### src/rtl/ram_port_arbiter_pkg.sv
// Shared types and helpers for the multi-channel byte-serial RAM port arbiter.
package ram_port_arbiter_pkg;

  typedef enum logic [1:0] {
    ST_IDLE = 2'd0,
    ST_RD   = 2'd1,
    ST_WR   = 2'd2
  } state_t;

  localparam int unsigned LEN_MAX = 4;
  localparam int unsigned BYTE_W  = 8;

  // Map a raw 3-bit byte count onto the legal 1..LEN_MAX range.
  function automatic logic [2:0] clamp_len(input logic [2:0] len);
    if (len == 3'd0) begin
      return 3'd1;
    end else if (len > 3'(LEN_MAX)) begin
      return 3'(LEN_MAX);
    end else begin
      return len;
    end
  endfunction

endpackage

### src/rtl/ram_port_arbiter_rr_arbiter.sv
// Request arbiter: fixed lowest-index priority or round-robin from last grant + 1.
module rr_arbiter #(
  parameter int NCH    = 2,
  parameter int ARB_RR = 0,
  parameter int IW     = (NCH > 1) ? $clog2(NCH) : 1
) (
  input  logic           clk,
  input  logic           rst,
  input  logic           en,
  input  logic [NCH-1:0] req,
  output logic [NCH-1:0] gnt,
  output logic [IW-1:0]  gnt_idx,
  output logic           gnt_any
);

  localparam int unsigned N = NCH;

  logic [IW-1:0] ptr;

  // Pick the first requesting channel along the search order.
  always_comb begin
    int unsigned   cand;
    logic [IW-1:0] cand_idx;
    gnt      = '0;
    gnt_idx  = '0;
    gnt_any  = 1'b0;
    cand     = 0;
    cand_idx = '0;
    for (int unsigned k = 0; k < N; k++) begin
      if (ARB_RR != 0) begin
        cand = (32'(ptr) + 32'd1 + k) % N;
      end else begin
        cand = k;
      end
      cand_idx = IW'(cand);
      if (!gnt_any && req[cand_idx]) begin
        gnt_any       = 1'b1;
        gnt_idx       = cand_idx;
        gnt[cand_idx] = 1'b1;
      end
    end
  end

  // Remember the last granted channel; only moves when a grant is taken.
  always_ff @(posedge clk) begin
    if (rst) begin
      ptr <= '0;
    end else if (en) begin
      ptr <= gnt_idx;
    end
  end

endmodule

### src/rtl/ram_port_arbiter.sv
// Arbitrates NCH requestors onto one byte-wide synchronous RAM port, serialising
// 1-4 byte transfers and reassembling reads little-endian.
module ram_port_arbiter
  import ram_port_arbiter_pkg::*;
#(
  parameter int             NCH        = 2,
  parameter int             AW         = 32,
  parameter int             ARB_RR     = 0,
  parameter logic [NCH-1:0] FLUSH_MASK = 2'b10
) (
  input  logic                clk,
  input  logic                rst,
  input  logic                rdy,
  input  logic [NCH-1:0]      req_valid,
  input  logic [NCH-1:0]      req_we,
  input  logic [NCH*AW-1:0]   req_addr,
  input  logic [NCH*32-1:0]   req_wdata,
  input  logic [NCH*3-1:0]    req_len,
  input  logic                flush,
  output logic [NCH-1:0]      done,
  output logic [31:0]         rd_data,
  output logic                busy,
  output logic [AW-1:0]       mem_a,
  output logic                mem_wr,
  output logic [BYTE_W-1:0]   mem_dout,
  input  logic [BYTE_W-1:0]   mem_din
);

  localparam int IW = (NCH > 1) ? $clog2(NCH) : 1;

  state_t         state, state_n;
  logic [NCH-1:0] gnt_oh;
  logic [AW-1:0]  lat_addr;
  logic [2:0]     lat_len;
  logic [31:0]    lat_wdata;
  logic [2:0]     cnt;

  logic [NCH-1:0] eligible;
  logic [NCH-1:0] sel_oh;
  logic [IW-1:0]  sel_idx;
  logic           sel_any;
  logic           take;
  logic           sel_we;
  logic [AW-1:0]  sel_addr;
  logic [31:0]    sel_wdata;
  logic [2:0]     sel_len;
  logic           abort;
  logic           last_rd;
  logic           last_wr;
  logic [4:0]     rd_base;
  logic [4:0]     wr_base;
  logic [AW-1:0]  next_addr;

  rr_arbiter #(
    .NCH    (NCH),
    .ARB_RR (ARB_RR),
    .IW     (IW)
  ) u_arb (
    .clk     (clk),
    .rst     (rst),
    .en      (take),
    .req     (eligible),
    .gnt     (sel_oh),
    .gnt_idx (sel_idx),
    .gnt_any (sel_any)
  );

  // Request qualification, winner field select and transfer progress decode.
  always_comb begin
    // The channel completing this cycle is masked so a held request is not
    // re-granted; a flush also hides flushable channels for that cycle.
    eligible  = req_valid & ~done & (flush ? ~FLUSH_MASK : '1);
    take      = rdy && (state == ST_IDLE) && sel_any;
    sel_we    = req_we[sel_idx];
    sel_addr  = req_addr[sel_idx*AW +: AW];
    sel_wdata = req_wdata[sel_idx*32 +: 32];
    sel_len   = clamp_len(req_len[sel_idx*3 +: 3]);
    abort     = (state == ST_RD) && flush && (|(FLUSH_MASK & gnt_oh));
    last_rd   = (state == ST_RD) && (cnt == lat_len + 3'd1);
    last_wr   = (state == ST_WR) && (cnt == lat_len);
    // Read bytes land two edges after their address; cnt 2..5 maps to byte 0..3.
    rd_base   = {cnt[1:0] - 2'd2, 3'b000};
    wr_base   = {cnt[1:0], 3'b000};
    next_addr = lat_addr + AW'(cnt);
  end

  // Next-state selection.
  always_comb begin
    state_n = state;
    case (state)
      ST_IDLE: if (take) state_n = sel_we ? ST_WR : ST_RD;
      ST_RD:   if (abort || last_rd) state_n = ST_IDLE;
      ST_WR:   if (last_wr) state_n = ST_IDLE;
      default: state_n = ST_IDLE;
    endcase
  end

  // State register; rdy low freezes it.
  always_ff @(posedge clk) begin
    if (rst) begin
      state <= ST_IDLE;
    end else if (rdy) begin
      state <= state_n;
    end
  end

  // Transfer datapath: latch request, drive RAM per byte, assemble read word.
  always_ff @(posedge clk) begin
    if (rst) begin
      gnt_oh    <= '0;
      lat_addr  <= '0;
      lat_len   <= '0;
      lat_wdata <= '0;
      cnt       <= '0;
      done      <= '0;
      rd_data   <= '0;
      busy      <= 1'b0;
      mem_a     <= '0;
      mem_wr    <= 1'b0;
      mem_dout  <= '0;
    end else if (rdy) begin
      done <= '0;
      case (state)
        ST_IDLE: begin
          if (sel_any) begin
            gnt_oh    <= sel_oh;
            lat_addr  <= sel_addr;
            lat_len   <= sel_len;
            lat_wdata <= sel_wdata;
            cnt       <= 3'd1;
            busy      <= 1'b1;
            mem_a     <= sel_addr;
            rd_data   <= '0;
            if (sel_we) begin
              mem_wr   <= 1'b1;
              mem_dout <= sel_wdata[7:0];
            end
          end
        end
        ST_RD: begin
          if (abort) begin
            cnt     <= '0;
            busy    <= 1'b0;
            mem_a   <= '0;
            rd_data <= '0;
          end else begin
            cnt <= cnt + 3'd1;
            if (cnt < lat_len) mem_a <= next_addr;
            if (cnt >= 3'd2) rd_data[rd_base +: BYTE_W] <= mem_din;
            if (last_rd) begin
              cnt   <= '0;
              done  <= gnt_oh;
              busy  <= 1'b0;
              mem_a <= '0;
            end
          end
        end
        ST_WR: begin
          if (last_wr) begin
            cnt    <= '0;
            done   <= gnt_oh;
            busy   <= 1'b0;
            mem_a  <= '0;
            mem_wr <= 1'b0;
          end else begin
            cnt      <= cnt + 3'd1;
            mem_a    <= next_addr;
            mem_dout <= lat_wdata[wr_base +: BYTE_W];
          end
        end
        default: ;
      endcase
    end
  end

endmodule

### config.mk
export PLATFORM = sky130hd
export DESIGN_NAME = ram_port_arbiter
export DESIGN_NICKNAME = d
export VERILOG_FILES = /design/src/rtl/ram_port_arbiter_pkg.sv /design/src/rtl/ram_port_arbiter_rr_arbiter.sv /design/src/rtl/ram_port_arbiter.sv
export SDC_FILE = /design/constraint.sdc
export NUM_CORES = 1
export LEC_CHECK = 0
export CAP_MARGIN = 25
export CELL_PAD_IN_SITES_DETAIL_PLACEMENT = 2
export CELL_PAD_IN_SITES_GLOBAL_PLACEMENT = 2
export CORE_UTILIZATION = 28
export DETAILED_ROUTE_END_ITERATION = 10
export GPL_TIMING_DRIVEN = 0
export HOLD_SLACK_MARGIN = 0.15
export PLACE_DENSITY = 0.84
export SLEW_MARGIN = 20
export SYNTH_ARGS = -nofsm -noshare
export SYNTH_HDL_FRONTEND = slang
export SYNTH_SLANG_ARGS = --single-unit
export TNS_END_PERCENT = 100
### constraint.sdc
create_clock -name clk -period 2.7 [get_ports clk]
set_input_delay 0.405 -clock clk [delete_from_list [all_inputs] [get_ports clk]]
set_output_delay 0.405 -clock clk [all_outputs]
set_load 0.02 [all_outputs]
==> flow_metrics.env <==
export IMPL_largest_fanout_of_any_net_on_the_critical_path=10
export IMPL_grt_overflow_total=0
export IMPL_number_of_cells_produced_by_synthesis=933
export IMPL_worstMarginPinSlew_ns=0.801
export IMPL_layout_cell_share_with_drive_strength_beyond_1_pct=9.41
export IMPL_netSwitchingFraction_pct=31.8
export IMPL_crit_required_ns=2.99
export IMPL_final_net_count=1343
export IMPL_cap_violations=0
export IMPL_status="completed"
export IMPL_pwr_share_seq_pct=38.5
export IMPL_worstReg2RegEnd="mem_a[28]"
export IMPL_vias=8579
export IMPL_cp_cell_sequence="clkdlybuf4s50_1, or3b_1, clkbuf_1, nor2_1, buf_4, mux2_2, a32oi_1, a211oi_1"
export IMPL_cts_tree="yes"
export IMPL_clk_pin_slew_worst_paths_ns=0.06
export IMPL_synth_area_in_simple_gates_pct=19.2
export IMPL_synth_mux_area_share_pct=5.80
export IMPL_synth_compound_area_share_pct=27.4
export IMPL_vdd_ir_drop_max_mv=0.378
export IMPL_die_width_um=169
export IMPL_timing_final_setup_violations=0
export IMPL_reg2regPathDepth=7
export IMPL_yosys_warnings=0
export IMPL_post_route_min_period_ns=2.61
export IMPL_initial_core_util_pct=28.8
export IMPL_maximum_clock_frequency_mhz=383
export IMPL_slowest_stage="sky130_fd_sc_hd__clkdlybuf4s50_1"
export IMPL_p_leak_nw=3.83
export IMPL_timing_max_slew_rel_slack_pct=46.4
export IMPL_cellInternalPower_mw=4.47
export IMPL_worst_hold_path_num_cells=2
export IMPL_hold_fix_buffers_cts=0
export IMPL_power_clock_fraction_pct=38.4
export IMPL_synth_yosys_seq_area_share_pct=38.3
export IMPL_htree_levels=4
export IMPL_seq_area_mm2=0.00301
export IMPL_synth_cell_types=59
export IMPL_netSwitchingPower_mw=2.08
export IMPL_route_final_wire_length_mm=33.8
export IMPL_regToRegStartpoint="lat_addr[14]"
export IMPL_global_route_peak_usage_layer="met2"
export IMPL_fp_row_count=60
export IMPL_end_point_of_the_worst_hold_path="lat_wdata[30]"
export IMPL_detailedPlacementHpwl_mm=26.1
export IMPL_antenna_found_initial=0
export IMPL_hold_path_startpoint="lat_wdata[30]"
export IMPL_postSynthRegisterBits=150
export IMPL_grt_use_met3_pct=3.01
export IMPL_cts_root_buffer="sky130_fd_sc_hd__clkbuf_16"
export IMPL_syn_num_nets=1099
export IMPL_antennaDiodeCount=0
export IMPL_drtAntennaViolNets=0
export IMPL_grt_util_all_layers_pct=23.8
export IMPL_routed_wire_length_per_instance_um=21.7
export IMPL_post_layout_utilization_of_the_core_pct=41.4
export IMPL_hold_worst_slack_ns=0.458
export IMPL_grt_pass1_wl_mm=52.8
export IMPL_boundaryPins=226
export IMPL_finish_instance_area_mm2=0.0113
export IMPL_syn_cell_area_mm2=0.00785
export IMPL_hold_path_class="register to register"
export IMPL_core_area_mm2=0.0273
export IMPL_maximum_number_of_pins_on_one_net_before_global_route_repair=17
export IMPL_fin_total_pwr_mw=6.55
export IMPL_port_buffer_count=224
export IMPL_endpoint_kind="register"
export IMPL_timing_final_crit_share_pct=96.8
export IMPL_power_per_cell_area_mw_per_mm2=581
export IMPL_grtUsageMet2_pct=41.6
export IMPL_synth_top_family_by_area="compound AO/OA/AOI/OAI gates"
export IMPL_gpl_final_weighted_congestion=0.824
export IMPL_die_area_mm2=0.0287
export IMPL_mean_syn_cell_area_um2=8.41
export IMPL_grt_pass1_vias=9225
export IMPL_register_to_register_setup_slack_ns=0.09
export IMPL_number_of_sinks_driven_by_the_clock_tree=150
export IMPL_timing_hold_violations_final=0
export IMPL_synth_edf_count=0
export IMPL_detailed_place_area_mm2=0.0106
export IMPL_die_h_um=169
export IMPL_clk_latency_ns=0.43
export IMPL_layout_area_overhead_vs_synth_pct=43.6
export IMPL_synth_adder_area_share_pct=2.65
export IMPL_timing_worst_setup_path_type="input pin to register"
export IMPL_detail_route_vias_per_cell=5.49
export IMPL_xor_xnor_fraction_of_synth_area_pct=1.53
export IMPL_timing_max_transition_violations_final=0
export IMPL_synth_async_sr_flop_share_pct=0
export IMPL_timing_critical_path_slowest_cell_delay_ns=0.51
export IMPL_numCtsBuffers=17
export IMPL_skew_ns=0.00947
export IMPL_worst_endpoint_arrival_ns=2.90
export IMPL_dominantRegCellSynth="sky130_fd_sc_hd__dfxtp_1"
export IMPL_max_clock_path_buffers=2
export IMPL_num_fill_cells=3033
export IMPL_critPathLaunchType="input pin"
export IMPL_drt_first_pass_iters=5
export IMPL_drtIter0Drc=492
export IMPL_number_of_drc_violations_after_detailed_routing=0
export IMPL_grt_use_met1_pct=30.3
export IMPL_share_comb_of_total_power_pct=23.1
export IMPL_multi_input_area_mm2=0.00450
[layout by cell type, fill, tap and decap left out, drive strengths merged, types with 16 or more instances in the layout]
master / n
clkdlybuf4s50: 224
dfxtp: 150
nand2: 126
a21oi: 120
clkbuf: 65
nand3: 46
nor2: 46
buf: 35
a211oi: 34
a311oi: 33
o21ai: 25
o221ai: 24
inv: 22
a21o: 18
nand2b: 18
nor4: 16
[final cells by class]
cell class              instances  share of cell area [%]
flip-flops and latches        150                    26.7
clock inverters                14                    1.44
inverters                      15                   0.499
well taps                     372                    4.13
clock buffers                  18                    3.89
multi-input cells             687                    39.9
repair buffers                227                    20.1
plain buffers                  79                    3.34
[registers in the layout, indices dropped and copies added (netlist names)]
signal and count:
busy 1, cnt 3, done 2, gnt_oh 2, lat_addr 32, lat_len 3
lat_wdata 32, mem_a 32, mem_dout 8, mem_wr 1, rd_data 32, state 2
[how the worst max path moves through the flow]
stage / endpoint / from / depth (start not counted) / slack, ns
floorplan: mem_a[30] / cnt[0] / 9 / 0.30
global placement: lat_wdata[31] / flush / 8 / -0.57
detailed placement: mem_dout[0] / cnt[0] / 10 / -0.64
CTS: mem_dout[0] / cnt[0] / 10 / 0.007
global route: mem_a[17] / state[1] / 10 / -0.02
finish: mem_a[28] / flush / 8 / 0.09
[metrics by stage]
| stage | setup slack (ns) | std cells | TNS [ns] |
|---|---|---|---|
| 6_report | 0.0871 | 1562 | 0 |
| 3_3_place_gp | -0.573 | 1529 | -38.53 |
| 5_1_grt | -0.0177 | 1562 | -0.0448 |
| 4_1_cts | 0.00738 | 1563 | 0 |
| 2_1_floorplan | 0.295 | 933 | 0 |
| 3_5_place_dp | -0.636 | 1529 | -46.57 |
[worst max-delay path, delay by kind of cell]
| kind | cells | cell delay [ns] |
|---|---|---|
| buffers and inverters | 3 | 0.99 |
| and+or+nand+nor | 2 | 0.66 |
| AOI/OAI and AO/OA | 2 | 0.44 |
| muxes | 1 | 0.41 |
[power by group through the flow]
stage | Sequential [mW] | Clock (mW) | Combinational [mW]
after floorplan | 2.60 | 0 | 0.720
after global placement | 2.55 | 0 | 1.42
after detailed placement | 2.56 | 0 | 1.47
after CTS | 2.52 | 2.54 | 1.51
after global routing | 2.53 | 2.62 | 1.63
final | 2.52 | 2.52 | 1.51
[synth_stat cells (7+ instances only)]
library cell | instances | share of area, %
sky130_fd_sc_hd__a211oi_1 | 34 | 3.3
sky130_fd_sc_hd__a21o_1 | 18 | 1.7
sky130_fd_sc_hd__a21oi_1 | 120 | 7.7
sky130_fd_sc_hd__a2bb2oi_1 | 12 | 1.3
sky130_fd_sc_hd__a311oi_1 | 32 | 3.6
sky130_fd_sc_hd__buf_1 | 7 | 0.33
sky130_fd_sc_hd__buf_2 | 23 | 1.5
sky130_fd_sc_hd__clkbuf_1 | 46 | 2.2
sky130_fd_sc_hd__dfxtp_1 | 150 | 38
sky130_fd_sc_hd__ha_1 | 15 | 2.4
sky130_fd_sc_hd__inv_1 | 15 | 0.72
sky130_fd_sc_hd__mux2_2 | 12 | 1.7
sky130_fd_sc_hd__mux2i_1 | 14 | 1.8
sky130_fd_sc_hd__mux4_2 | 8 | 2.3
sky130_fd_sc_hd__nand2_1 | 126 | 6.0
sky130_fd_sc_hd__nand2b_1 | 18 | 1.4
sky130_fd_sc_hd__nand3_1 | 46 | 2.9
sky130_fd_sc_hd__nand4_1 | 13 | 1.0
sky130_fd_sc_hd__nor2_1 | 46 | 2.2
sky130_fd_sc_hd__nor3_1 | 7 | 0.45
sky130_fd_sc_hd__nor4_1 | 12 | 0.96
sky130_fd_sc_hd__o211ai_1 | 8 | 0.77
sky130_fd_sc_hd__o21ai_0 | 24 | 1.5
sky130_fd_sc_hd__o221ai_1 | 24 | 2.7
sky130_fd_sc_hd__o31a_1 | 11 | 1.2
[cell families after synthesis]
| group | Yosys count |
|---|---|
| DFF | 150 |
| and+or+nand+nor | 310 |
| xor gates and xnor gates | 12 |
| muxes | 34 |
| AOI/OAI and AO/OA | 315 |
| adders and majority gates | 16 |
| buffers and inverters | 96 |
[routing by layer]
metal,vias to the layer above,part of all wire [%]
li1,3982,-
met1,4293,45
met2,254,49
met3,50,3.9
met4,0,2.1
met5,-,0
[timing repair]
action,4_1_cts,5_1_grt
setup buffers,3,0
resized for setup,20,16
hold endpoints to repair,0,0
pin swaps,3,1
setup endpoints to repair,94,78
Power figures use the tool's default switching activity.
